$ cat src/rtl/rotation_sequencer_pkg.sv
// Shared definitions for the rotation sequencer: ALU opcodes, slot-index
// encodings and the 3-bit rotation codes carried in an order word.
package rotation_sequencer_pkg;

    // STORE sits at zero so the reset/idle opcode is also the all-zero pattern
    localparam logic [3:0] ALU_STORE     = 4'd0;
    localparam logic [3:0] ALU_RX90      = 4'd1;
    localparam logic [3:0] ALU_RX180     = 4'd2;
    localparam logic [3:0] ALU_RX270     = 4'd3;
    localparam logic [3:0] ALU_RY90      = 4'd4;
    localparam logic [3:0] ALU_RY180     = 4'd5;
    localparam logic [3:0] ALU_RY270     = 4'd6;
    localparam logic [3:0] ALU_RZ90      = 4'd7;
    localparam logic [3:0] ALU_RZ180     = 4'd8;
    localparam logic [3:0] ALU_REFERENCE = 4'd9;
    localparam logic [3:0] ALU_COMP      = 4'd10;

    localparam logic [2:0] FIRST   = 3'd0;
    localparam logic [2:0] SECOND  = 3'd1;
    localparam logic [2:0] THIRD   = 3'd2;
    localparam logic [2:0] FOURTH  = 3'd3;
    localparam logic [2:0] FIFTH   = 3'd4;
    localparam logic [2:0] SIXTH   = 3'd5;
    localparam logic [2:0] SEVENTH = 3'd6;

    localparam logic [2:0] CODE_RX90  = 3'd0;
    localparam logic [2:0] CODE_RX180 = 3'd1;
    localparam logic [2:0] CODE_RX270 = 3'd2;
    localparam logic [2:0] CODE_RY90  = 3'd3;
    localparam logic [2:0] CODE_RY180 = 3'd4;
    localparam logic [2:0] CODE_RY270 = 3'd5;
    localparam logic [2:0] CODE_RZ90  = 3'd6;
    localparam logic [2:0] CODE_RZ180 = 3'd7;

endpackage

$ cat src/rtl/rotation_sequencer_rot_code_decode.sv
// Maps a 3-bit rotation code from the order word onto the ALU rotation opcode.
module rot_code_decode
    import rotation_sequencer_pkg::*;
(
    input  logic [2:0] code,
    output logic [3:0] op
);

    always_comb begin
        op = ALU_STORE;
        case (code)
            CODE_RX90:  op = ALU_RX90;
            CODE_RX180: op = ALU_RX180;
            CODE_RX270: op = ALU_RX270;
            CODE_RY90:  op = ALU_RY90;
            CODE_RY180: op = ALU_RY180;
            CODE_RY270: op = ALU_RY270;
            CODE_RZ90:  op = ALU_RZ90;
            CODE_RZ180: op = ALU_RZ180;
            default:    op = ALU_STORE;
        endcase
    end

endmodule

$ cat src/rtl/rotation_sequencer.sv
// Walks one order word slot by slot through the external cube ALU
// (fetch code, rotate, compare) and stops on a match or after len slots.
module rotation_sequencer
    import rotation_sequencer_pkg::*;
#(
    parameter int unsigned W          = 24,
    parameter int unsigned SLOTS      = 7,
    parameter int unsigned EARLY_EXIT = 1
) (
    input  logic         clk,
    input  logic         rst_n,
    input  logic         start,
    input  logic [W-1:0] order_in,
    input  logic [W-1:0] cube_in,
    input  logic [W-1:0] target_in,
    output logic         busy,
    output logic         done,
    output logic         solved,
    output logic [2:0]   steps,
    output logic [W-1:0] cube_out,
    output logic [3:0]   alu_op,
    output logic [W-1:0] alu_ina,
    output logic [W-1:0] alu_inb,
    input  logic [W-1:0] alu_out,
    input  logic         alu_zf
);

    localparam int unsigned SLOT_BITS = 3 * SLOTS;

    typedef enum logic [2:0] {
        S_IDLE,
        S_LOAD,
        S_FETCH,
        S_ROTATE,
        S_COMPARE,
        S_DONE
    } state_t;

    state_t       state, state_nx;
    logic [W-1:0] order_q;
    logic [W-1:0] target_q;
    logic [W-1:0] cube_q;
    logic [2:0]   idx;
    logic [2:0]   code;
    logic         match;
    logic [2:0]   len;
    logic [3:0]   rot_op;
    logic         early_hit;

    assign len       = order_q[W-1 -: 3];
    assign early_hit = alu_zf && (EARLY_EXIT != 0);
    assign cube_out  = cube_q;

    rot_code_decode u_decode (
        .code (code),
        .op   (rot_op)
    );

    always_ff @(posedge clk) begin
        if (!rst_n) begin
            state    <= S_IDLE;
            order_q  <= '0;
            target_q <= '0;
            cube_q   <= '0;
            idx      <= FIRST;
            code     <= '0;
            match    <= 1'b0;
            steps    <= '0;
            solved   <= 1'b0;
        end else begin
            state <= state_nx;
            case (state)
                S_IDLE: begin
                    if (start) begin
                        order_q  <= order_in;
                        cube_q   <= cube_in;
                        target_q <= target_in;
                        idx      <= FIRST;
                        steps    <= '0;
                        solved   <= 1'b0;
                    end
                end
                S_LOAD:  match <= alu_zf;
                S_FETCH: code  <= alu_out[W-1 -: 3];
                S_ROTATE: begin
                    cube_q <= alu_out;
                    steps  <= steps + 3'd1;
                end
                S_COMPARE: begin
                    match <= alu_zf;
                    // only advance when another slot follows, so idx stays within FIRST..SEVENTH
                    if (state_nx == S_FETCH) begin
                        idx <= idx + 3'd1;
                    end
                end
                S_DONE:  solved <= match;
                default: ;
            endcase
        end
    end

    always_comb begin
        state_nx = state;
        busy     = 1'b0;
        done     = 1'b0;
        alu_op   = ALU_STORE;
        alu_ina  = '0;
        alu_inb  = '0;
        case (state)
            S_IDLE: begin
                if (start) begin
                    state_nx = S_LOAD;
                end
            end
            S_LOAD: begin
                busy    = 1'b1;
                alu_op  = ALU_COMP;
                alu_ina = cube_q;
                alu_inb = target_q;
                state_nx = (early_hit || len == 3'd0) ? S_DONE : S_FETCH;
            end
            S_FETCH: begin
                busy     = 1'b1;
                alu_op   = ALU_REFERENCE;
                alu_inb  = {idx, order_q[SLOT_BITS-1:0]};
                state_nx = S_ROTATE;
            end
            S_ROTATE: begin
                busy     = 1'b1;
                alu_op   = rot_op;
                alu_inb  = cube_q;
                state_nx = S_COMPARE;
            end
            S_COMPARE: begin
                busy    = 1'b1;
                alu_op  = ALU_COMP;
                alu_ina = cube_q;
                alu_inb = target_q;
                state_nx = (early_hit || steps == len) ? S_DONE : S_FETCH;
            end
            S_DONE: begin
                done     = 1'b1;
                state_nx = S_IDLE;
            end
            default: state_nx = S_IDLE;
        endcase
    end

endmodule

$ cat config.mk
export PLATFORM = sky130hd
export DESIGN_NAME = rotation_sequencer
export DESIGN_NICKNAME = d
export VERILOG_FILES = /design/src/rtl/rotation_sequencer_pkg.sv /design/src/rtl/rotation_sequencer_rot_code_decode.sv /design/src/rtl/rotation_sequencer.sv
export SDC_FILE = /design/constraint.sdc
export NUM_CORES = 1
export LEC_CHECK = 0
export CORE_MARGIN = 2
export CORE_UTILIZATION = 42
export DETAILED_ROUTE_END_ITERATION = 10
export GPL_TIMING_DRIVEN = 0
export PLACE_DENSITY_LB_ADDON = 0.12
export SYNTH_ARGS = -nofsm -noshare
export SYNTH_HDL_FRONTEND = slang
export SYNTH_HIERARCHICAL = 1
export SYNTH_SLANG_ARGS = --single-unit
export TNS_END_PERCENT = 10
$ cat constraint.sdc
create_clock -name clk -period 2.2 [get_ports clk]
set_input_delay 0.33 -clock clk [delete_from_list [all_inputs] [get_ports clk]]
set_output_delay 0.33 -clock clk [all_outputs]
set_load 0.02 [all_outputs]
Yosys cells after proc, flatten, opt, wreduce, memory -nomap -nowiden:

Memories as Yosys holds them, arrays and structs flattened. A register that Yosys moved wholly into a read port is not among the register bits.
Index checks and enable logic that the tools add are counted.

* bits in registers: 86
* ROM bits: 32
* input bits: 100
* output and inout port bits: 82
* word-level logic and storage cells: 53
* memories: 1

* add/sub/neg operators: 2
* eq/ne operators: 9
* muxes and demuxes: 19
* reduce and logical (&&, ||, !) cells: 13

Memories
* (no name shown): words 8, bits a word 4, read ports 1, clocked after memory_dff 1, write ports 0, RTL line rotation_sequencer_rot_code_decode.sv:11 `case (code)`

Operator list (count)
* case mux 24 bit (3 select lines): 1
* 2-to-1 mux 24 bit: 2
* case mux 24 bit (2 select lines): 1
* 2-to-1 mux 3 bit: 7
* case mux 3 bit (5 select lines): 1
* case mux 3 bit (2 select lines): 2
* case mux 4 bit (3 select lines): 1
* equality test 3 x 2 -> 1 bit (second input constant): 3
* adder 3 x 1 -> 3 bit (second input constant): 2
* equality test 3 bit (second input constant): 2
* logical NOT 3 bit: 2
* AND reduction 2 bit: 3
* nonzero test 2 bit: 3
* inequality test 2 bit (second input constant): 2
* OR reduction 4 bit: 1
* equality test 3 x 1 -> 1 bit (second input constant): 1
* equality test 3 bit: 1
* 2-to-1 mux 1 bit: 3
* AND reduction 3 bit: 1
* logical OR 1 bit: 2
* case mux 1 bit (2 select lines): 1
* OR reduction 2 bit: 1

Longest topological paths before layout:

* word-level depth: 7
* depth in mapped cells: 7
* gate-level depth less buffers: 4

Modules after synthesis:

Netlist, hierarchy kept.

By module, submodules not included
* rotation_sequencer: times used 1, cells an instance 544, area an instance 4077.7 um^2, seq. area each 1721.7 um^2
* rot_code_decode: times used 1, cells an instance 6, area an instance 50.0 um^2, seq. area each 0.0 um^2

Worst setup path before layout:

Ideal clock, no wire load.

* path kind: reg-to-output
* from: reg state[0]
* to: out alu_inb[0]
* data arrival time: 1572 ps
* required time: 1870 ps
* slack: 298 ps
* cell stages (with the launch flop): 6
* buffers on the path: 3
* path through: dfxtp_1 > buf_2 > clkbuf_1 > buf_2 > mux2i_1 > o21ai_0

* word-level cells in the longest chain between the ends: 3
* elaborated cells between the ends (all ways): 6
* those cells by class: 4 x eq/ne; 1 x mux; 1 x reduce/logical

Ends and longest elaborated chain
* start: declaration: RTL line rotation_sequencer.sv:39 `state_t state, state_nx;`
* start signal: assignment: RTL line rotation_sequencer.sv:71 `state <= state_nx;`
* equality test 3 bit or equality test 3 x 1 -> 1 bit (tied branches): RTL line rotation_sequencer.sv:109 `case (state)`
* OR reduction 2 bit (no line)
* case mux 24 bit (3 select lines) *: RTL line rotation_sequencer.sv:109
* end: declaration: RTL line rotation_sequencer.sv:23 `output logic [W-1:0] alu_inb,`

Every way passes the cells marked *; elsewhere a longest branch is shown, timed or not.

Worst setup path after layout:

* from: reg state[0]
* to: out alu_inb[20]

The elaborated chain is that of the path after synthesis.

==> summary.txt <==
STA
  • Tightest Pin Transition: 696 ps
  • Slew HR: 53.6%
  • Clock skew: 6.26 ps
  • Post-route clock period utilization: 101%
  • Fmax: 449 MHz
  • Final setup violation count: 1
  • Post-route setup slack: -25.3 ps
  • Max-slew violations: 0
  • Min Hold Slack: 455 ps
  • RSZ-0062 raised after global routing: yes
  • Fin. Hold Viols: 0
  • Fin crit period: 2230 ps

Run status
  • Failing checks: negative setup slack
  • Status: complete, but fails checks

GRT
  • Grt total ovfl: 0
  • Initial antenna violation count: 0
  • First-pass GRT wire length: 22200 µm
  • GRT Util Overall: 27.5%
  • Vias in the first global route: 4322
  • Largest net degree at the start of global routing: 15

Power
  • Total power: 4.68 mW
  • Worst VDD drop: 366 µV
  • Lkg Pwr: 2.54 nW
  • PD cells: 741 nW/µm²

Logic synthesis
  • Multiplexer share of the synthesized area: 6.58%
  • Adder-cell area share of the yosys netlist: 1.21%
  • Top post-synthesis cells by area: dfxtp_1 (42%), nand2_1 (16%), a21oi_1 (7.2%)
  • Mean Syn Cell Area: 7.50 µm²
  • Synth Warn #: 6
  • Main combinational cell family by area after synthesis: simple AND/OR/NAND/NOR gates
  • Mapped Area: 4130 µm²
  • Synth Area in XOR/XNOR: 1.27%
  • Asr flop ratio synth: 0%
  • Simple-gate share of the synthesized area: 25.9%
  • Synth Area in Compound Gates: 17.7%
  • Post-synth EDFFs: 0
  • Main synth FF type: dfxtp_1
  • Sequential fraction of the synthesis area: 41.7%
  • Post-Syn Instances: 550
  • Post-Syn Nets: 654
  • Synth Register Bits: 86
  • Synth area leader: dfxtp_1
  • Library cells used by synthesis: 36
  • Yosys top cell area share: 41.7%

Final layout
  • Area of the multi-input gates: 2200 µm²
  • Sequential cell area: 1720 µm²
  • Synthesis-to-layout area growth: 52.9%
  • ANT cells: 0
  • Nets: 848
  • Fillers: 927
  • Share of cells above drive strength 1: 10.1%

Die
  • Horiz. Die Dim: 103 µm
  • Die H: 103 µm
  • Area of the die: 10600 µm²
  • Placeable Area: 9640 µm²
  • Initial Util: 42.8%
  • Row count: 36
  • Io pins: 182

CTS
  • H-tree levels: 3
  • Clock root buffer master: clkbuf_8
  • Clk_lat worst skew: 350 ps
  • CTS tree: built
  • CTS buffer count: 9
  • Post-CTS Hold Buffers: 0
  • Clock buffer depth: 2
  • Clock transition at path regs: 80 ps
  • Clock sinks: 86

Routing
  • Final ANT Viol Nets: 0
  • Via count: 4591
  • Drc violations: 0
  • WL/cell: 16.9 µm
  • DRT iter0 DRCs: 258
  • DRT Pass-1 Iters: 5
  • Via density: 5.21
  • Detailed-route wire length: 14900 µm

Setup path
  • Critical path's slowest cell: dfxtp_1
  • Crit end category: primary output
  • Crit-path max FO: 10
  • Max incr delay on CP: 310 ps
  • RR Startpoint: state[1]
  • Reg2reg path depth: 5
  • CP Cell Sequence: buf_2 > buf_6 > buf_8 > mux2i_2 > o21ai_0 > clkdlybuf4s15_2
  • CP Buf/Inv Count: 4
  • R2R Path End: cube_out[15]
  • Reg2Reg Setup Slack: 210 ps
  • Crit path max-delay family: buffers and inverters
  • Critical path type: reg2out
  • Setup crit start kind: register
  • CP arrival: 1900 ps
  • Req. time, crit path: 1870 ps

Hold path
  • Hold wc startpoint: order_q[16]
  • Min-Delay Path Class: reg2reg
  • Worst hold path cell count: 2
  • Worst Hold Path EP: order_q[16]

Placed design
  • Dpl hpwl: 11300 µm
  • I/O Buffers: 181
  • RePlAce Congestion: 0.879

Flow run
  • Max cap viols: 0
state kept, by name, summed over array words and instances (netlist names):
register  flops
code          3
cube_out     24
idx           3
match         1
order_q      24
solved        1
state         3
steps         3
target_q     24
worst max-delay path by stage:
stage | startpoint | end | cells past startpoint
final | state[0] | alu_inb[20] | 6
after global routing | state[0] | alu_inb[20] | 6
after CTS | state[0] | alu_inb[9] | 6
after detailed placement | state[1] | alu_ina[3] | 5
after global placement | state[1] | alu_inb[23] | 6
after floorplan | state[0] | alu_inb[0] | 5
placed cells by master (no fill, tap or decap), drive strengths merged, types with 3 or more instances in the layout:
cell	synthesis	layout
nand2	175	175
clkdlybuf4s50	0	127
dfxtp	86	86
a21oi	59	59
clkbuf	30	50
nor2	34	34
o21ai	29	29
dlygate4sd2	0	28
buf	17	28
and2	26	26
mux2i	26	26
a311oi	23	23
clkdlybuf4s15	0	8
inv	6	6
nor3	5	5
xor2	4	4
ha	4	4
nand2b	3	3
cell families after synthesis:
logic type / count (synthesis)
AND/OR/NAND/NOR: 252
AO/OA/AOI/OAI: 122
flip-flops: 86
buffers and inverters: 53
multiplexers: 27
XOR/XNOR: 6
adder cells (fa/ha/maj): 4
final cells by class:
class	instances	area share, %
buffer	47	4.64
clock buffer	11	2.24
clock inverter	5	0.932
inverter	6	0.357
multi-input combinational	411	34.8
sequential	86	27.3
tap	133	2.64
timing repair buffer	183	27.1
cells in the mapped netlist, types with 5 or more instances:
| cell | instances |
|---|---|
| nor2_1 | 34 |
| o21ai_0 | 28 |
| mux2i_1 | 26 |
| dfxtp_1 | 86 |
| and2_1 | 25 |
| a311oi_1 | 23 |
| inv_1 | 6 |
| nand2_1 | 175 |
| a21oi_1 | 59 |
| nor3_1 | 5 |
| buf_2 | 15 |
| clkbuf_1 | 30 |
repair_timing:
| item | 4_1_cts | 5_1_grt |
|---|---|---|
| pin swaps | 1 | 0 |
| setup buffers | 2 | 0 |
| resized for setup | 122 | 46 |
| endpoints found under the setup margin | 54 | 49 |
worst register-to-register path: cells and delay by family (launching register included):
| kind | cells | cell delay [ps] |
|---|---|---|
| buf+inv | 3 | 1180 |
| flops | 1 | 370 |
| compound gates | 1 | 180 |
| simple gates | 1 | 120 |
report_power, final:
part           internal, mW  switching, mW
Clock                 0.557          0.572
Combinational         0.750          0.961
Sequential             1.72          0.123
Total                  3.02           1.66
routing by layer:
metal / vias to the layer above / routed length, µm / GRT usage, %
li1: 2235 / - / -
met1: 2139 / 6250 / 34.8
met2: 192 / 7150 / 46.7
met3: 25 / 1170 / 5.02
met4: 0 / 297 / 10.4
met5: - / 0 / 0
metrics by stage:
stage | TNS, ps | std cells | util, % | instance area [µm²] | worst slack [ps]
6_report | -25.3 | 882 | 65.5 | 6310 | -25.3
3_5_place_dp | -11710 | 864 | 63.3 | 6110 | -356
2_1_floorplan | 0 | 550 | - | 4130 | 298
3_3_place_gp | -11470 | 864 | 63.3 | 6110 | -350
5_1_grt | -1610 | 882 | 65.5 | 6310 | -81.8
4_1_cts | -760 | 882 | 66.0 | 6370 | -92.0
Note: power is estimated with default switching activity, not from simulation.
